### config.mk
export PLATFORM = sky130hd
export DESIGN_NAME = miso_fifo_reader
export DESIGN_NICKNAME = d
export VERILOG_FILES = /design/src/rtl/miso_fifo_reader.sv
export SDC_FILE = /design/constraint.sdc
export NUM_CORES = 1
export LEC_CHECK = 0
export CORE_ASPECT_RATIO = 0.8
export CORE_UTILIZATION = 45
export DETAILED_ROUTE_END_ITERATION = 8
export PLACE_DENSITY = 0.68
export SKIP_CTS_REPAIR_TIMING = 1
export SYNTH_ARGS = -nofsm -noshare
export SYNTH_HDL_FRONTEND = slang
export SYNTH_SLANG_ARGS = --single-unit
### constraint.sdc
create_clock -name i_clk -period 4.6 [get_ports i_clk]
set_input_delay 0.69 -clock i_clk [delete_from_list [all_inputs] [get_ports i_clk]]
set_output_delay 0.69 -clock i_clk [all_outputs]
set_load 0.01 [all_outputs]
### src/rtl/miso_fifo_reader.sv
// Pops the miso_fifo byte stream, packs LANES bytes per word for a valid/ready
// consumer, and replays the FIFO contents by pulsing its read-pointer reset.
module miso_fifo_reader #(
  parameter int DATA_WIDTH  = 8,
  parameter int LANES       = 4,
  parameter int CNT_WIDTH   = 6,
  parameter int REUSE_WIDTH = 4
) (
  input  logic                        i_clk,
  input  logic                        i_nrst,
  input  logic                        i_clear,
  input  logic                        i_start,
  input  logic [CNT_WIDTH-1:0]        i_count,
  input  logic [REUSE_WIDTH-1:0]      i_reuse,
  input  logic [1:0]                  i_p_mode,
  input  logic                        i_fifo_empty,
  input  logic [DATA_WIDTH-1:0]       i_pop_data,
  input  logic                        i_pop_valid,
  output logic                        o_pop_en,
  output logic                        o_r_pointer_reset,
  output logic [LANES*DATA_WIDTH-1:0] o_data,
  output logic [LANES-1:0]            o_lane_valid,
  output logic                        o_valid,
  input  logic                        i_ready,
  output logic                        o_last,
  output logic [1:0]                  o_p_mode,
  output logic                        o_busy,
  output logic                        o_done
);
  localparam int LW = $clog2(LANES + 1);
  localparam int WW = LANES * DATA_WIDTH;

  typedef enum logic [2:0] {S_IDLE, S_POP, S_DRAIN, S_RPTR, S_DONE} state_t;
  state_t state, state_nxt;

  logic [CNT_WIDTH-1:0]   count, issued, returned, ret_cnt;
  logic [REUSE_WIDTH-1:0] reuse, pass;
  logic [LW-1:0]          lane_cnt, inflight, lane_fill, inflight_after, lane_base;
  logic [WW-1:0]          lane_buf, word_nxt;
  logic [LANES-1:0]       fill_mask;
  logic                   ret, close, out_free, move, stall, pop, zero_done, drained;

  // Occupancy is evaluated after this cycle's returning byte and any word
  // hand-off, so popping continues back-to-back across word boundaries.
  always_comb begin
    ret            = i_pop_valid && (inflight != '0);
    lane_fill      = lane_cnt + LW'(ret);
    inflight_after = inflight - LW'(ret);
    ret_cnt        = returned + CNT_WIDTH'(ret);
    close          = (lane_fill == LW'(LANES)) ||
                     ((ret_cnt == count) && (inflight_after == '0) && (lane_fill != '0));
    out_free       = !o_valid || i_ready;
    move           = close && out_free;
    stall          = close && !out_free;
    lane_base      = move ? '0 : lane_fill;
    pop            = (state == S_POP) && !i_clear && !i_fifo_empty && (issued < count) &&
                     !stall && (({1'b0, lane_base} + {1'b0, inflight_after}) < (LW+1)'(LANES));
    drained        = (inflight == '0) && (lane_cnt == '0) && !o_valid;
    word_nxt       = lane_buf;
    fill_mask      = '0;
    for (int i = 0; i < LANES; i++) begin
      if (ret && (lane_cnt == LW'(i))) word_nxt[i*DATA_WIDTH +: DATA_WIDTH] = i_pop_data;
      fill_mask[i] = (LW'(i) < lane_fill);
    end
  end

  always_ff @(posedge i_clk or negedge i_nrst) begin
    if (!i_nrst) state <= S_IDLE;
    else         state <= state_nxt;
  end

  always_comb begin
    state_nxt         = state;
    o_pop_en          = pop;
    o_r_pointer_reset = (state == S_RPTR);
    o_busy            = (state != S_IDLE);
    o_done            = (state == S_DONE) || zero_done;
    case (state)
      S_IDLE:  if (i_start && (i_count != '0)) state_nxt = S_POP;
      S_POP:   if (issued == count) state_nxt = S_DRAIN;
      S_DRAIN: if (drained) state_nxt = (pass < reuse) ? S_RPTR : S_DONE;
      S_RPTR:  state_nxt = S_POP;
      S_DONE:  state_nxt = S_IDLE;
      default: state_nxt = S_IDLE;
    endcase
    if (i_clear) state_nxt = S_IDLE;
  end

  always_ff @(posedge i_clk or negedge i_nrst) begin
    if (!i_nrst) begin
      count <= '0; reuse <= '0; pass <= '0; issued <= '0; returned <= '0;
      lane_cnt <= '0; inflight <= '0; lane_buf <= '0; zero_done <= 1'b0;
      o_data <= '0; o_lane_valid <= '0; o_last <= 1'b0; o_valid <= 1'b0; o_p_mode <= '0;
    end else if (i_clear) begin
      count <= '0; reuse <= '0; pass <= '0; issued <= '0; returned <= '0;
      lane_cnt <= '0; inflight <= '0; lane_buf <= '0; zero_done <= 1'b0;
      o_data <= '0; o_lane_valid <= '0; o_last <= 1'b0; o_valid <= 1'b0;
    end else begin
      zero_done <= (state == S_IDLE) && i_start && (i_count == '0);
      inflight  <= inflight_after + LW'(pop);
      issued    <= issued + CNT_WIDTH'(pop);
      returned  <= ret_cnt;
      if (move) begin
        lane_buf     <= '0;
        lane_cnt     <= '0;
        o_data       <= word_nxt;
        o_lane_valid <= fill_mask;
        o_last       <= (ret_cnt == count);
        o_valid      <= 1'b1;
      end else begin
        lane_buf <= word_nxt;
        lane_cnt <= lane_fill;
        if (i_ready) o_valid <= 1'b0;
      end
      case (state)
        S_IDLE: if (i_start && (i_count != '0)) begin
          count    <= i_count;
          reuse    <= i_reuse;
          o_p_mode <= i_p_mode;
          pass     <= '0;
          issued   <= '0;
          returned <= '0;
        end
        S_RPTR: begin
          pass     <= pass + REUSE_WIDTH'(1);
          issued   <= '0;
          returned <= '0;
        end
        default: ;
      endcase
    end
  end
endmodule
==> metrics, run 1 <==
Pins Over Slew Limit 0; Worst path slowest cell clkdlybuf4s50_1; Seq. cell area ~2700 um2; crit path cell chain clkdlybuf4s50_1 > o31ai_1 > inv_1 > ha_1 > ha_1 > buf_4 > o21a_1 > o31ai_2 > nor4_4 > nor2_1 > ha_1 > a311oi_1 > o221a_2 > dlymetal6s2s_1; R2R cell count 17; final worst slack between 0.15 and 0.2 ns; sequential fraction of the synthesis area 54.3%; Req. time, crit path approximately 3.9 ns; Synth Cell Area ~5000 um2; Core ar. around 10000 um2; initial core utilization between 40% and 50%; Power per Cell Area approximately 560 nW/um2; Synth Flop Type dfrtp_1; max cap viols 0; CP Launch Type primary input; DR DRC count 0; post-DP HPWL slightly above 8 mm; Net Count, Synth 503; CTS tree yes; RSZ-0062 raised after global routing no; reg2reg end issued[4]; grt total ovfl 0; Final Power around 3.5 mW; xor/xnor share of the synthesized area between 3 and 4%; YS warnings 0; fin util between 50% and 60%; final WL between 10 and 15 mm; Longest Clk Path Bufs 2; critical path peak fanout 3; Max rail drop VDD 0.281 mV; Async SR Flop Fraction between 90% and 100%; number of global-route vias before repair 3746; layout cells sized above 1 roughly 9%; Fin. Hold Viols 0; adder-cell share of the synthesized area 5.28%; Lkg Pwr 2.81 nW; Num CTS Buffers 9; worst setup path endpoint o_pop_en; Compound-Gate Fraction of Synth Area a little over a tenth; drt pass-1 iters 6; cell mode on critical path ha_1; CP startpoint i_pop_valid; Critical Path AT about 3.7 ns; Area Overhead vs Synth 24.4%; Cell Area, Placed about 6000 um2; antenna violation net count after detailed routing 0; r2r startpoint inflight[0]; worst min-delay path class primary input to asynchronous set/reset pin; initial antenna violation count 0; Yosys reg bits roughly 110; Setup Skew between 0.01 and 0.015 ns; vias about 3.7k; type of the worst setup path primary input to output port; Die Wd approximately 120 um; syn avg cell area about 11 um2; initial DRC count around 210; clk_lat worst skew about 0.34 ns; GRT Total Usage between 20% and 30%; most frequent cells in the layout dfrtp_1 (108), clkdlybuf4s50_1 (68), nor2_1 (55); # fillers slightly above 900; Vias/cell 5.44; Final Setup Violations 0; I/O Buffers 70; Die Y roughly 96 um; Clk pin slew, worst setup/hold paths around 0.07 ns; Max Fclk between 200 and 250 MHz; # IOs between 70 and 80; Slew headroom between 10% and 20%; GPL Wtd Cong approximately 0.80; drt wl/cell 17.7 um; library cells used by synthesis 43; H-tree depth 3; Sink Count about 110; Worst-Margin Slew 1.27 ns; slowest stage delay, CP 0.44 ns; Post-Synth Simple-Gate Area between 10% and 20%; first-pass GRT wire length about 20 mm; Critical Path End Type output port; ANT cells 0; min Tclk post-route ~4.4 ns; Cell Rows 33; largest net degree at the start of global routing 81; Mapped Cells about 460; final layout net count slightly below 600; mux contribution to synthesized area 7.11%; status finished clean; largest family of logic cells by synthesized area simple AND/OR/NAND/NOR gates; post-route cell area roughly 6200 um2; Final Cycle Share between 90% and 100%; die area 11500 um2; footprint of the multi-input gates between 2000 and 2500 um2; Root Driver clkbuf_16; Post-synth EDFFs 0; commonest non-fill, non-tap cell in the layout dfrtp_1; pre-CTS setup slack -0.348 ns; r2r setup slk between 0.5 and 0.6 ns
[where the power goes]
part / internal (mW) / switching, mW
Sequential: 1.15 / 0.141
Clock: 0.381 / 0.340
Combinational: 0.727 / 0.748
[per-layer routing]
layer	track usage (%)	routed length, um	vias to the layer above	share of wire (%)
met2	36.6	5730	78	48
met3	4.92	465	12	3.9
met4	5.73	113	0	0.95
met1	30.2	5580	1822	47
met5	0	0	-	0
li1	-	-	1754	-
[Yosys cell counts, types with 2 or more instances]
cell type	number	share of area, %
nor4_2	2	0.50
dfrtp_1	108	54
a211oi_1	32	4.8
inv_1	18	1.4
ha_1	21	5.3
nand2b_1	5	0.63
mux2i_1	32	6.4
xnor2_1	12	2.1
nor2b_1	8	1.0
buf_2	9	0.90
buf_4	3	0.45
a21o_1	3	0.45
nor4_1	3	0.38
clkbuf_1	13	0.98
nor3_1	38	3.8
xor2_1	9	1.6
a21oi_1	10	1.0
a22o_1	12	2.1
nor2_1	55	4.1
nand2_1	13	0.98
and3_1	9	1.1
and2_1	2	0.25
o21a_1	3	0.45
o31ai_1	2	0.30
o21ai_0	3	0.30
nand3_1	10	1.0
mux2_2	3	0.68
a311oi_1	2	0.35
[kinds of logic after synthesis]
family,after synthesis
mux,35
xor+xnor,21
fa+ha+maj,21
flops,108
simple gates,153
buf+inv,44
compound gates,73
[final cells by class]
class	instances	area share [%]
clock inverters	5	0.585
inverters	18	1.09
repair buffers	90	13.7
well taps	140	2.83
multi-input cells	303	34.3
flip-flops and latches	108	43.6
clock buffers	10	3.86
[flip-flops by register name (all words and copies together) (netlist names)]
name          count
state             3
pass              4
o_data           32
count             6
o_last            1
issued            6
reuse             4
o_p_mode          2
o_lane_valid      4
returned          6
o_valid           1
zero_done         1
inflight          3
lane_buf         32
lane_cnt          3
[critical path: cells and delay by family]
family                   cells  cell delay (ns)
AND/OR/NAND/NOR              2             0.22
adder cells (fa/ha/maj)      3             0.69
buffers and inverters        4             0.91
AO/OA/AOI/OAI                5             1.23
[metrics by stage]
step / cells / TNS [ns] / hold WS [ns]
floorplan: 455 / 0 / 0.394
global placement: 658 / -0.0991 / 0.475
detailed placement: 658 / -0.378 / 0.487
CTS: 673 / -0.382 / 0.503
global route: 674 / 0 / 0.527
finish: 674 / 0 / 0.504
[how the worst min path moves through the flow]
stage / start / to / slack, ns / cells after the start
2_1_floorplan: i_nrst / count[0] / 0.39 / 0
3_5_place_dp: o_lane_valid[3] / o_lane_valid[3] / 0.49 / 1
6_report: i_nrst / reuse[0] / 0.50 / 1
5_1_grt: o_lane_valid[3] / o_lane_valid[3] / 0.53 / 1
4_1_cts: o_lane_valid[3] / o_lane_valid[3] / 0.50 / 1
3_3_place_gp: o_lane_valid[2] / o_lane_valid[2] / 0.47 / 1
Power figures use the tool's default switching activity.
==> inputs of run 2 (changes only) <==
--- a/config.mk
+++ b/config.mk
@@ -5,9 +5,11 @@
 export SDC_FILE = /design/constraint.sdc
 export NUM_CORES = 1
 export LEC_CHECK = 0
+export ABC_CLOCK_PERIOD_IN_PS = 4600
 export CORE_ASPECT_RATIO = 0.8
 export CORE_UTILIZATION = 45
 export DETAILED_ROUTE_END_ITERATION = 8
+export GPL_TIMING_DRIVEN = 1
 export PLACE_DENSITY = 0.68
 export SKIP_CTS_REPAIR_TIMING = 1
 export SYNTH_ARGS = -nofsm -noshare
==> results of run 2 <==
Same layout as run 1: the final DEF is identical, and so are final timing and power.
